==> config.mk <==
export PLATFORM = sky130hd
export DESIGN_NAME = pong_game_sequencer_flat
export DESIGN_NICKNAME = d
export VERILOG_FILES = /design/src/rtl/pong_game_sequencer_if.sv /design/src/rtl/pong_game_sequencer.sv /design/src/flat_wrapper.sv
export SDC_FILE = /design/constraint.sdc
export NUM_CORES = 1
export LEC_CHECK = 0
export ABC_AREA = 1
export ABC_CLOCK_PERIOD_IN_PS = 1600
export CAP_MARGIN = 20
export CORE_MARGIN = 2
export CORE_UTILIZATION = 53
export CTS_CLUSTER_DIAMETER = 60
export DETAILED_ROUTE_END_ITERATION = 8
export PLACE_DENSITY = 0.79
export SLEW_MARGIN = 20
export SYNTH_ARGS = -nofsm -noshare
export SYNTH_HDL_FRONTEND = slang
export SYNTH_SLANG_ARGS = --single-unit
export TNS_END_PERCENT = 10
==> constraint.sdc <==
create_clock -name clk25 -period 1.6 [get_ports clk25]
set_input_delay 0.32 -clock clk25 [delete_from_list [all_inputs] [get_ports clk25]]
set_output_delay 0.32 -clock clk25 [all_outputs]
set_load 0.1 [all_outputs]
==> src/rtl/pong_game_sequencer_if.sv <==
// Pong game-flow bus: frame/button/ball events into the sequencer, control and
// scoreboard values back to the game and display.
//   master: game module / display side (drives events, reads control)
//   slave : pong_game_sequencer
interface pong_game_sequencer_if;
  logic        frame_tick;  // one-cycle pulse at end of frame
  logic        start_btn;   // raw start button, asynchronous
  logic        pause_btn;   // raw pause button, asynchronous
  logic        ball_hit;    // one-cycle pulse, paddle bounce
  logic        ball_miss;   // one-cycle pulse, bottom wall touched
  logic        serve;       // one-cycle pulse, recentre ball
  logic        ball_run;    // ball moves only while high
  logic [2:0]  ball_speed;  // pixels per frame step
  logic [15:0] score;       // four BCD digits, [3:0] = units
  logic [2:0]  lives;       // remaining lives
  logic        flash;       // miss-screen indicator
  logic [2:0]  state;       // IDLE=0 SERVE=1 PLAY=2 MISS=3 OVER=4 PAUSE=5

  modport master (
    output frame_tick, start_btn, pause_btn, ball_hit, ball_miss,
    input  serve, ball_run, ball_speed, score, lives, flash, state
  );

  modport slave (
    input  frame_tick, start_btn, pause_btn, ball_hit, ball_miss,
    output serve, ball_run, ball_speed, score, lives, flash, state
  );
endinterface

==> src/rtl/pong_game_sequencer.sv <==
// Pong game-flow controller: sequences attract/serve/play/miss/over phases,
// keeps BCD score, lives and speed level, and gates ball motion. All phase
// timing is counted in video frames.
// Ports:
//   clk25 - 25 MHz pixel clock
//   Reset - asynchronous reset, active high
//   bus   - pong_game_sequencer_if.slave (events in, control/score out)
// Optional feature macro: PONG_PAUSE_EN (pause button toggles PLAY <-> PAUSE).
module pong_game_sequencer #(
  parameter int unsigned LIVES          = 3,
  parameter int unsigned SERVE_FRAMES   = 60,
  parameter int unsigned MISS_FRAMES    = 63,
  parameter int unsigned HITS_PER_LEVEL = 5,
  parameter int unsigned MAX_SPEED      = 4
) (
  input logic                  clk25,
  input logic                  Reset,
  pong_game_sequencer_if.slave bus
);

  localparam int unsigned FRAME_MAX = (SERVE_FRAMES > MISS_FRAMES) ? SERVE_FRAMES : MISS_FRAMES;
  localparam int unsigned FW        = $clog2(FRAME_MAX + 1);
  localparam int unsigned HW        = $clog2(HITS_PER_LEVEL + 1);

  typedef enum logic [2:0] {
    ST_IDLE  = 3'd0,
    ST_SERVE = 3'd1,
    ST_PLAY  = 3'd2,
    ST_MISS  = 3'd3,
    ST_OVER  = 3'd4,
    ST_PAUSE = 3'd5
  } state_e;

  state_e        state_q, state_d;
  logic [15:0]   score_q, score_d;
  logic [2:0]    lives_q, lives_d;
  logic [2:0]    speed_q, speed_d;
  logic [HW-1:0] hit_cnt_q, hit_cnt_d;
  logic [FW-1:0] frame_cnt_q, frame_cnt_d;
  logic          serve_q, serve_d;
  logic          run_q, run_d;
  logic          flash_q, flash_d;

  logic start_s1_q, start_s2_q, start_s3_q, start_rise_q;
  logic pause_rise;

  // Saturating four-digit BCD increment with per-digit carry
  function automatic logic [15:0] bcd_inc(input logic [15:0] v);
    logic [15:0] r;
    logic        carry;
    r     = v;
    carry = 1'b1;
    if (v != 16'h9999) begin
      for (int i = 0; i < 4; i++) begin
        if (carry) begin
          if (r[4*i +: 4] == 4'd9) begin
            r[4*i +: 4] = 4'd0;
          end else begin
            r[4*i +: 4] = r[4*i +: 4] + 4'd1;
            carry       = 1'b0;
          end
        end
      end
    end
    return r;
  endfunction

`ifdef PONG_PAUSE_EN
  logic pause_s1_q, pause_s2_q, pause_s3_q, pause_rise_q;

  // Pause button synchroniser and registered rising-edge detect
  always_ff @(posedge clk25 or posedge Reset) begin
    if (Reset) begin
      pause_s1_q   <= 1'b0;
      pause_s2_q   <= 1'b0;
      pause_s3_q   <= 1'b0;
      pause_rise_q <= 1'b0;
    end else begin
      pause_s1_q   <= bus.pause_btn;
      pause_s2_q   <= pause_s1_q;
      pause_s3_q   <= pause_s2_q;
      pause_rise_q <= pause_s2_q & ~pause_s3_q;
    end
  end

  assign pause_rise = pause_rise_q;
`else
  assign pause_rise = 1'b0;
`endif

  // Next-state, scoreboard and output decode
  always_comb begin
    state_d     = state_q;
    score_d     = score_q;
    lives_d     = lives_q;
    speed_d     = speed_q;
    hit_cnt_d   = hit_cnt_q;
    frame_cnt_d = frame_cnt_q;

    case (state_q)
      ST_IDLE, ST_OVER: begin
        if (start_rise_q) begin
          score_d   = 16'h0000;
          lives_d   = 3'(LIVES);
          speed_d   = 3'd1;
          hit_cnt_d = '0;
          state_d   = ST_SERVE;
        end
      end
      ST_SERVE: begin
        if (frame_cnt_q == FW'(SERVE_FRAMES)) state_d = ST_PLAY;
      end
      ST_PLAY: begin
        // A coincident miss swallows the hit
        if (bus.ball_miss) begin
          lives_d = (lives_q == 3'd0) ? 3'd0 : lives_q - 3'd1;
          state_d = ST_MISS;
        end else begin
          if (bus.ball_hit) begin
            score_d = bcd_inc(score_q);
            if (hit_cnt_q == HW'(HITS_PER_LEVEL - 1)) begin
              hit_cnt_d = '0;
              speed_d   = (speed_q >= 3'(MAX_SPEED)) ? 3'(MAX_SPEED) : speed_q + 3'd1;
            end else begin
              hit_cnt_d = hit_cnt_q + HW'(1);
            end
          end
          if (pause_rise) state_d = ST_PAUSE;
        end
      end
      ST_MISS: begin
        if (frame_cnt_q == FW'(MISS_FRAMES)) state_d = (lives_q == 3'd0) ? ST_OVER : ST_SERVE;
      end
      ST_PAUSE: begin
        if (pause_rise) state_d = ST_PLAY;
      end
      default: state_d = ST_IDLE;
    endcase

    // Frame counter restarts on entry; an entry-cycle tick belongs to the new state
    if (state_d != state_q) begin
      frame_cnt_d = bus.frame_tick ? FW'(1) : '0;
    end else if (bus.frame_tick && (frame_cnt_q != FW'(FRAME_MAX))) begin
      frame_cnt_d = frame_cnt_q + FW'(1);
    end

    serve_d = (state_d == ST_SERVE) && (state_q != ST_SERVE);
    run_d   = (state_d == ST_PLAY);
    flash_d = (state_d == ST_MISS);
  end

  // Registers: start synchroniser, FSM state, scoreboard and outputs
  always_ff @(posedge clk25 or posedge Reset) begin
    if (Reset) begin
      start_s1_q   <= 1'b0;
      start_s2_q   <= 1'b0;
      start_s3_q   <= 1'b0;
      start_rise_q <= 1'b0;
      state_q      <= ST_IDLE;
      score_q      <= 16'h0000;
      lives_q      <= 3'(LIVES);
      speed_q      <= 3'd1;
      hit_cnt_q    <= '0;
      frame_cnt_q  <= '0;
      serve_q      <= 1'b0;
      run_q        <= 1'b0;
      flash_q      <= 1'b0;
    end else begin
      start_s1_q   <= bus.start_btn;
      start_s2_q   <= start_s1_q;
      start_s3_q   <= start_s2_q;
      start_rise_q <= start_s2_q & ~start_s3_q;
      state_q      <= state_d;
      score_q      <= score_d;
      lives_q      <= lives_d;
      speed_q      <= speed_d;
      hit_cnt_q    <= hit_cnt_d;
      frame_cnt_q  <= frame_cnt_d;
      serve_q      <= serve_d;
      run_q        <= run_d;
      flash_q      <= flash_d;
    end
  end

  assign bus.serve      = serve_q;
  assign bus.ball_run   = run_q;
  assign bus.ball_speed = speed_q;
  assign bus.score      = score_q;
  assign bus.lives      = lives_q;
  assign bus.flash      = flash_q;
  assign bus.state      = state_q;

endmodule

==> src/flat_wrapper.sv <==
// flat-port wrapper written by rule: the top's interface ports become plain ports
module pong_game_sequencer_flat 
#(
  parameter int unsigned LIVES          = 3,
  parameter int unsigned SERVE_FRAMES   = 60,
  parameter int unsigned MISS_FRAMES    = 63,
  parameter int unsigned HITS_PER_LEVEL = 5,
  parameter int unsigned MAX_SPEED      = 4
)
  (clk25, Reset, bus_frame_tick, bus_start_btn, bus_pause_btn, bus_ball_hit, bus_ball_miss, bus_serve, bus_ball_run, bus_ball_speed, bus_score, bus_lives, bus_flash, bus_state);
  pong_game_sequencer_if bus_i ();
  input logic clk25;
  input logic Reset;
  input wire logic [$bits(bus_i.frame_tick)-1:0] bus_frame_tick;
  input wire logic [$bits(bus_i.start_btn)-1:0] bus_start_btn;
  input wire logic [$bits(bus_i.pause_btn)-1:0] bus_pause_btn;
  input wire logic [$bits(bus_i.ball_hit)-1:0] bus_ball_hit;
  input wire logic [$bits(bus_i.ball_miss)-1:0] bus_ball_miss;
  output wire logic [$bits(bus_i.serve)-1:0] bus_serve;
  output wire logic [$bits(bus_i.ball_run)-1:0] bus_ball_run;
  output wire logic [$bits(bus_i.ball_speed)-1:0] bus_ball_speed;
  output wire logic [$bits(bus_i.score)-1:0] bus_score;
  output wire logic [$bits(bus_i.lives)-1:0] bus_lives;
  output wire logic [$bits(bus_i.flash)-1:0] bus_flash;
  output wire logic [$bits(bus_i.state)-1:0] bus_state;
  assign bus_i.frame_tick = bus_frame_tick;
  assign bus_i.start_btn = bus_start_btn;
  assign bus_i.pause_btn = bus_pause_btn;
  assign bus_i.ball_hit = bus_ball_hit;
  assign bus_i.ball_miss = bus_ball_miss;
  assign bus_serve = bus_i.serve;
  assign bus_ball_run = bus_i.ball_run;
  assign bus_ball_speed = bus_i.ball_speed;
  assign bus_score = bus_i.score;
  assign bus_lives = bus_i.lives;
  assign bus_flash = bus_i.flash;
  assign bus_state = bus_i.state;
  pong_game_sequencer #(.LIVES(LIVES), .SERVE_FRAMES(SERVE_FRAMES), .MISS_FRAMES(MISS_FRAMES), .HITS_PER_LEVEL(HITS_PER_LEVEL), .MAX_SPEED(MAX_SPEED)) u_core (.clk25(clk25), .Reset(Reset), .bus(bus_i));
endmodule
==> metrics.csv, run 1 <==
metric,value,unit
ys_types,29,
hold_path_class,flop to flop,
placed_area,3170,um2
core_area,4060,um2
crit_fanout,8,
syn_area,2250,um2
grt_max_degree,42,
slew_headroom,76.4,%
place_hpwl,3690,um
power_density,1900,nW/um2
ios,35,
final_common_cell,nand2_1,
ant_nets,0,
status,finished with violations,
wl_per_cell,17.8,um
n_fill_cell,168,
syn_to_final_growth,61.0,%
min_path_cells,0,
max_freq,0.576,GHz
rows,23,
hold_buffers,0,
diodes,0,
gp_congestion,0.841,
detail_route.drc_violations,0,
hold_viol_final,0,
p_leak,0.00168,uW
whs_endpoint,u_core.start_s2_q$_DFF_PP0_,
synth-async-reset-ratio,100,%
setup_violations,18,
layout_common_cells,"41 x nand2_1, 30 x buf_4, 29 x buf_12",
grt_pass1_wl,9360,um
synth_nets,292,
r2r_slack,-0.14,ns
violations,setup timing,
grt_usage,23.9,%
synth_area_leaders,"dfrtp_1 42%, nand2_1 8.8%, ha_1 7.8%",
fin_skew,0.0117,ns
final_util,89.5,%
port_buffers,33,
cp.required,1.83,ns
clock_latency,0.31,ns
design_area,3630,um2
worstReg2RegEnd,u_core.bus.score[13]$_DFFE_PP0P_,
syn_inst,271,
drive_gt1_share,45.6,%
vias,2246,
first_iter_violations,162,
yosysSeqAreaShare,45.7,%
ys_warn_count,0,
drt-total-wl,6990,um
grt_pass1_vias,2106,
cts_root_buf,clkbuf_8,
clockBufferDepth,2,
slew_violations,0,
period_needed,1.74,ns
synth_edf_count,0,
timing.final.crit_share,108,%
die_y,69.2,um
rsz0062_at_grt,true,
die-area,4790,um2
yosys.area.top_type_share,42.2,%
grt_overflow,0,
worstReg2RegStart,u_core.bus.state[2]$_DFF_PP0_,
initial_core_util,55.6,%
cts_tree,yes,
first_pass_iters,4,
die_x,69.2,um
nets,362,
clk_pin_slew_worst_paths,0.08,ns
dp_slack,-0.116,ns
cp.arrival,1.96,ns
worst_slack,-0.135,ns
drv_cap,0,
worstRegToRegCells,9,
antenna_found_initial,0,
start_kind,flop,
h-tree-depth,2,
synth.avg_cell_area,8.32,um2
ys_ff_latch,41,
numCtsBuffers,5,
vias_per_cell,5.73,
endpoint_kind,flop,
cts.sinks,41,
synth_ff_type,dfrtp_1,
critical_path_class,flop to flop,
hold_start,u_core.start_s1_q$_DFF_PP0_,
ir_drop,1.38,mV
worst_pin_slew,0.353,ns
p_total,6900,uW
yosysTopAreaCell,dfrtp_1,
[registers in the layout, indices dropped and copies added (netlist names), 3 cells and up]
signal                 count
u_core.bus.score          16
u_core.frame_cnt_q         6
u_core.bus.ball_speed      3
u_core.bus.lives           3
u_core.bus.state           3
u_core.hit_cnt_q           3
[worst max-delay path: stages (launching register included)]
cell and delay, ns:
dfrtp_4 0.51, inv_2 0.09, nand3_4 0.16, inv_6 0.14, nand4_1 0.19, nand2_4 0.20
inv_8 0.07, nand3_4 0.14, nand2_2 0.08, o21ai_2 0.06
[synthesized netlist by cell type, types with 2 or more instances]
cell type   n
o21ai_0    14
inv_4       2
nand3_1    17
a21oi_1     8
nand2_1    53
inv_1      38
o21ai_1     8
nand3b_1    2
nand3_4     2
nor2_1     36
dfstp_2     3
ha_1       14
xor2_1      6
or2_2       3
nand4_1     8
dfrtp_1    38
nand2_4     4
nor3_1      4
[report_power, final]
| group | switching (uW) | total, uW | internal (uW) |
|---|---|---|---|
| registers | 466 | 1910 | 1440 |
| logic | 2550 | 3980 | 1430 |
| clock network | 395 | 1010 | 620 |
[per-stage QoR]
step	std cells	TNS [ns]	hold slack (ns)
floorplan	271	-0.719	0.331
global placement	373	-0.350	0.334
detailed placement	373	-0.899	0.350
CTS	383	-0.00647	0.369
global route	392	-2.89	0.376
finish	392	-1.08	0.363
[worst max-delay path by stage]
stage	startpoint	to	slack, ns	cells after the start
2_1_floorplan	u_core.bus.score[5]$_DFFE_PP0P_	u_core.bus.score[9]$_DFFE_PP0P_	-0.07	10
3_3_place_gp	bus_frame_tick	u_core.frame_cnt_q[3]$_DFFE_PP0P_	-0.06	6
3_5_place_dp	bus_ball_miss	u_core.bus.score[13]$_DFFE_PP0P_	-0.12	11
4_1_cts	u_core.frame_cnt_q[1]$_DFFE_PP0P_	u_core.frame_cnt_q[0]$_DFFE_PP0P_	-0.006	10
5_1_grt	u_core.bus.state[0]$_DFF_PP0_	u_core.bus.score[13]$_DFFE_PP0P_	-0.21	9
6_report	u_core.bus.state[2]$_DFF_PP0_	u_core.bus.score[13]$_DFFE_PP0P_	-0.14	9
[cell families after synthesis]
| logic type | count (synthesis) | synth area share (%) |
|---|---|---|
| AND/OR/NAND/NOR | 131 | 27.7 |
| adder cells (fa/ha/maj) | 14 | 7.77 |
| flip-flops | 41 | 45.7 |
| AO/OA/AOI/OAI | 36 | 8.66 |
| buffers and inverters | 42 | 7.49 |
| XOR/XNOR | 7 | 2.72 |
[metal layers]
| metal | vias up | routed length, um | GRT usage [%] |
|---|---|---|---|
| met1 | 1081 | 2610 | 28.8 |
| li1 | 1015 | - | - |
| met4 | 0 | 283 | 6.32 |
| met2 | 121 | 3630 | 43.3 |
| met5 | - | 0 | 0 |
| met3 | 29 | 464 | 4.80 |
[what timing repair did]
action,CTS,global route
setup endpoints to repair,13,30
buffers inserted,2,9
resized for setup,7,58
pin swaps,4,11
[area by class of cell]
type / count / area (um2) / share of cell area [%]
multi-input cells: 188 / 1310 / 36.2
clock buffers: 5 / 68.8 / 1.90
repair buffers: 64 / 856 / 23.6
clock inverters: 3 / 65.1 / 1.79
flip-flops and latches: 41 / 1080 / 29.8
well taps: 50 / 62.6 / 1.72
inverters: 41 / 181 / 5.00
Power figures use the tool's default switching activity.
==> inputs of run 2 (changes only) <==
Settings changed: CAP_MARGIN 20 to not set, MAX_ROUTING_LAYER set to met4.
==> run 2 against run 1 <==
  * The run still ends with setup timing left
  * Fmax decreased by 1.1%
  * Sequential share of layout area stayed put
  * Combinational power about the same
  * Total power about the same
  * Non-clock buffer count unchanged
  * Count of clock-buffer cells in the layout unchanged
  * Critical path type unchanged
  * Critical endpoint is now u_core.bus.lives[1]$_DFFE_PP1P_
  * Largest cell class unchanged
  * Highest routed layer unchanged
==> metrics.csv, run 2 (synthesis results as in run 1) <==
metric,value,unit
start_kind,flop,
cp.required,1.82,ns
diodes,0,
place_hpwl,3690,um
die-area,4790,um2
largest_register_ffs,16,
worst_pin_slew,0.353,ns
grt_overflow,0,
worst_slack,-0.154,ns
syn_to_final_growth,61.0,%
cts.sinks,41,
hold_path_class,input pin to async pin,
grt_usage,24.5,%
die_y,69.2,um
layout_common_cells,"41 x nand2_1, 30 x buf_4, 29 x buf_12",
cts_root_buf,clkbuf_8,
slew_violations,0,
h-tree-depth,2,
period_needed,1.75,ns
ir_drop,1.39,mV
max_freq,0.570,GHz
fin_skew,0.0129,ns
hold_viol_final,0,
final_util,89.5,%
die_x,69.2,um
critical_path_class,flop to flop,
gp_congestion,0.854,
clk_pin_slew_worst_paths,0.09,ns
timing.final.crit_share,110,%
violations,setup timing,
drv_cap,0,
port_buffers,33,
vias,2281,
first_pass_iters,5,
final_common_cell,nand2_1,
rows,23,
detail_route.drc_violations,0,
clockBufferDepth,2,
design_area,3630,um2
nets,362,
core_area,4060,um2
hold_buffers,0,
power_density,1900,nW/um2
status,finished with violations,
initial_core_util,55.6,%
cts_tree,yes,
endpoint_kind,flop,
setup_violations,16,
vias_per_cell,5.82,
antenna_found_initial,0,
crit_fanout,7,
drive_gt1_share,45.6,%
rsz0062_at_grt,true,
first_iter_violations,159,
placed_area,3170,um2
slew_headroom,76.4,%
grt_pass1_wl,9360,um
ios,35,
drt-total-wl,7040,um
n_fill_cell,168,
grt_pass1_vias,2107,
grt_max_degree,42,
ant_nets,0,
p_leak,0.00168,uW
numCtsBuffers,5,
cp.arrival,1.97,ns
wl_per_cell,17.9,um
clock_latency,0.31,ns
[run 2: cell counts in the layout (fill, tap and decap cells not counted)]
Identical to the previous run, type by type.
[run 2: final cells by class]
type                       instances  area, um2  area share [%]
tap                               50       62.6            1.72
clock inverter                     3       65.1            1.79
timing repair buffer              64        856            23.6
multi-input combinational        188       1310            36.2
clock buffer                       5       68.8            1.90
inverter                          41        181            5.00
sequential                        41       1080            29.8
[run 2: power by group]
| part | leakage [uW] | switching (uW) | internal (uW) |
|---|---|---|---|
| clock | 0.0000681 | 396 | 620 |
| sequential | 0.000467 | 462 | 1440 |
| combinational | 0.00115 | 2550 | 1430 |
[run 2: metal layers]
layer  GRT usage [%]  part of all wire [%]  vias up  wire (um)
li1                -                     -     1012          -
met1            29.0                    37     1112       2640
met2            43.3                    53      130       3730
met3            4.51                   5.9       27        417
met4            6.32                   3.6        0        252
met5               -                     0        -          0
[run 2: path summary, 6_finish.rpt]
path                                          startpoint  slack (ns)                         endpoint  cells past startpoint
hold reg to reg              u_core.start_s1_q$_DFF_PP0_        0.37      u_core.start_s2_q$_DFF_PP0_                      0
setup / recovery           u_core.bus.state[0]$_DFF_PP0_       -0.15  u_core.bus.lives[1]$_DFFE_PP1P_                      6
max in group asynchronous                          Reset        0.95  u_core.bus.lives[1]$_DFFE_PP1P_                      3
setup reg to reg           u_core.bus.state[0]$_DFF_PP0_       -0.15  u_core.bus.lives[1]$_DFFE_PP1P_                      6
hold / removal                                     Reset        0.37  u_core.bus.score[5]$_DFFE_PP0P_                      3
min in group clk25           u_core.start_s1_q$_DFF_PP0_        0.37      u_core.start_s2_q$_DFF_PP0_                      0
[run 2: stage by stage]
stage               setup TNS [ns]  instances  power (uW)  setup WS (ns)  hold slack (ns)
global placement            -0.350        373        5300        -0.0583            0.334
global route                 -2.77        392        7190         -0.199            0.376
detailed placement          -0.899        373        5390         -0.116            0.350
finish                      -0.955        392        6900         -0.154            0.368
floorplan                   -0.719        271        4040        -0.0677            0.331
CTS                       -0.00647        383        6450       -0.00647            0.369
[run 2: what timing repair did]
| action | CTS | global route |
|---|---|---|
| setup buffers | 2 | 9 |
| setup endpoints to repair | 13 | 30 |
| gates resized for setup | 7 | 58 |
| pin swaps | 4 | 11 |
[run 2: critical path, cell delays in order, from the launching register on]
cell,delay (ns)
dfrtp_4,0.53
inv_4,0.09
nand3_4,0.14
nor2_1,0.33
nor2_2,0.13
o21ai_0,0.29
o21ai_0,0.15
==> inputs of run 3 (changes only) <==
Settings changed: ABC_CLOCK_PERIOD_IN_PS 1600 to 1800.
Clock period 1.6 ns to 1.8 ns, I/O delays scaled along.
==> run 3 against run 2 <==
  * Setup slack improved by 0.30 ns
  * Final area is 14% lower
  * Fmax rose by 6.3%
  * Clock skew fell by 0.00068 ns
  * The run now ends clean
  * Clock power fell by 23%
  * Sequential cell count unchanged
  * Largest cell class unchanged
  * Critical path type unchanged
  * Worst hold slack worse by 0.0098 ns
  * Combinational power fell by 26%
  * Largest power group unchanged
  * Die area unchanged
  * Sequential share of layout area is 4.1 points higher
==> metrics.csv, run 3 (synthesis results as in run 1) <==
metric,value,unit
crit_fanout,6,
worst_pin_slew,0.392,ns
drv_cap,0,
clockBufferDepth,2,
slew_violations,0,
p_leak,0.00151,uW
rows,23,
core_area,4060,um2
vias_per_cell,5.20,
ant_nets,0,
clk_pin_slew_worst_paths,0.08,ns
initial_core_util,55.6,%
ios,35,
hold_path_class,flop to flop,
grt_usage,22.9,%
status,"complete, no violations",
layout_common_cells,"53 x nand2_1, 38 x inv_1, 32 x nor2_1",
seq_area,1060,um2
h-tree-depth,2,
hold_viol_final,0,
post-cts-setup-buffers,0,
critical_path_class,flop to flop,
syn_to_final_growth,38.3,%
place_hpwl,3400,um
n_fill_cell,268,
die-area,4790,um2
gp_congestion,0.818,
worstRegToRegCells,10,
final_util,76.9,%
cp.arrival,1.84,ns
setup_violations,0,
ir_drop,1.19,mV
cts_root_buf,clkbuf_8,
die_x,69.2,um
grt_max_degree,42,
grt_pass1_vias,1989,
drt-total-wl,4740,um
nets,335,
first_pass_iters,4,
slew_headroom,73.7,%
cp.required,1.99,ns
port_buffers,33,
min_path_cells,0,
fin_skew,0.0123,ns
grt_overflow,0,
start_kind,flop,
cts.sinks,41,
max_freq,0.606,GHz
power_density,1730,nW/um2
vias,1897,
wl_per_cell,13.0,um
endpoint_kind,flop,
rsz0062_at_grt,true,
grt_pass1_wl,8630,um
numCtsBuffers,5,
largest_register_ffs,16,
multiInputGateArea,1070,um2
drive_gt1_share,25.1,%
first_iter_violations,111,
die_y,69.2,um
diodes,0,
antenna_found_initial,0,
final.setup.tns,0,ns
timing.final.crit_share,91.7,%
cts_tree,yes,
detail_route.drc_violations,0,
clock_latency,0.30,ns
period_needed,1.65,ns
final_common_cell,nand2_1,
## run 3: timing repair
action,in CTS,in global routing
hold buffers,0,0
gates resized for setup,0,4
endpoints found under the setup margin,0,11
## run 3: critical path: stages (launching register included)
cell and delay [ns]:
dfrtp_1 0.40, inv_1 0.10, ha_1 0.21, inv_1 0.06, nor2_1 0.04, nand2_1 0.08, nor2_1 0.06, a31oi_1 0.23
nand3_2 0.19, nand2_1 0.09, nand3_1 0.07
## run 3: final cells by class
class / count / share of cell area [%]
Clock buffer: 7 / 2.77
Sequential cell: 41 / 33.9
Clock inverter: 1 / 0.963
Timing Repair Buffer: 37 / 20.9
Inverter: 41 / 5.25
Tap cell: 50 / 2.01
Multi-Input combinational cell: 188 / 34.2
## run 3: worst paths after layout
kind	startpoint	end	slack (ns)
worst min-delay path	u_core.start_s1_q$_DFF_PP0_	u_core.start_s2_q$_DFF_PP0_	0.36
max in group asynchronous	Reset	u_core.bus.ball_speed[0]$_DFFE_PP1P_	1.13
worst max register to register	u_core.frame_cnt_q[0]$_DFFE_PP0P_	u_core.frame_cnt_q[0]$_DFFE_PP0P_	0.15
worst max-delay path	u_core.frame_cnt_q[0]$_DFFE_PP0P_	u_core.frame_cnt_q[0]$_DFFE_PP0P_	0.15
min in group asynchronous	Reset	u_core.bus.score[11]$_DFFE_PP0P_	0.41
worst min register to register	u_core.start_s1_q$_DFF_PP0_	u_core.start_s2_q$_DFF_PP0_	0.36
## run 3: layer usage
metal  track usage (%)  vias up  wire length (um)  share of wire (%)
li1                  -      955                 -                  -
met1              26.9      887              1950                 41
met2              38.8       48              2540                 54
met3              5.81        7               193                4.1
met4              7.41        0                57                1.2
met5                 -        -                 0                  0
## run 3: per-stage QoR
| stage | hold slack (ns) | power, uW | std cells | area, um2 | setup slack (ns) |
|---|---|---|---|---|---|
| finish | 0.358 | 5400 | 365 | 3120 | 0.149 |
| global route | 0.375 | 5700 | 365 | 3120 | -0.00845 |
| CTS | 0.364 | 5430 | 365 | 3110 | 0.106 |
| detailed placement | 0.346 | 4620 | 357 | 2990 | 0.0575 |
| global placement | 0.334 | 4540 | 357 | 2990 | 0.114 |
| floorplan | 0.331 | 3520 | 271 | 2280 | 0.0115 |
## run 3: power breakdown
group	internal (uW)	leakage (uW)	total [uW]	switching, uW
registers	1250	0.000470	1650	400
logic	1020	0.000978	2960	1940
clock network	453	0.0000585	785	332
total	2730	0.00151	5400	2680
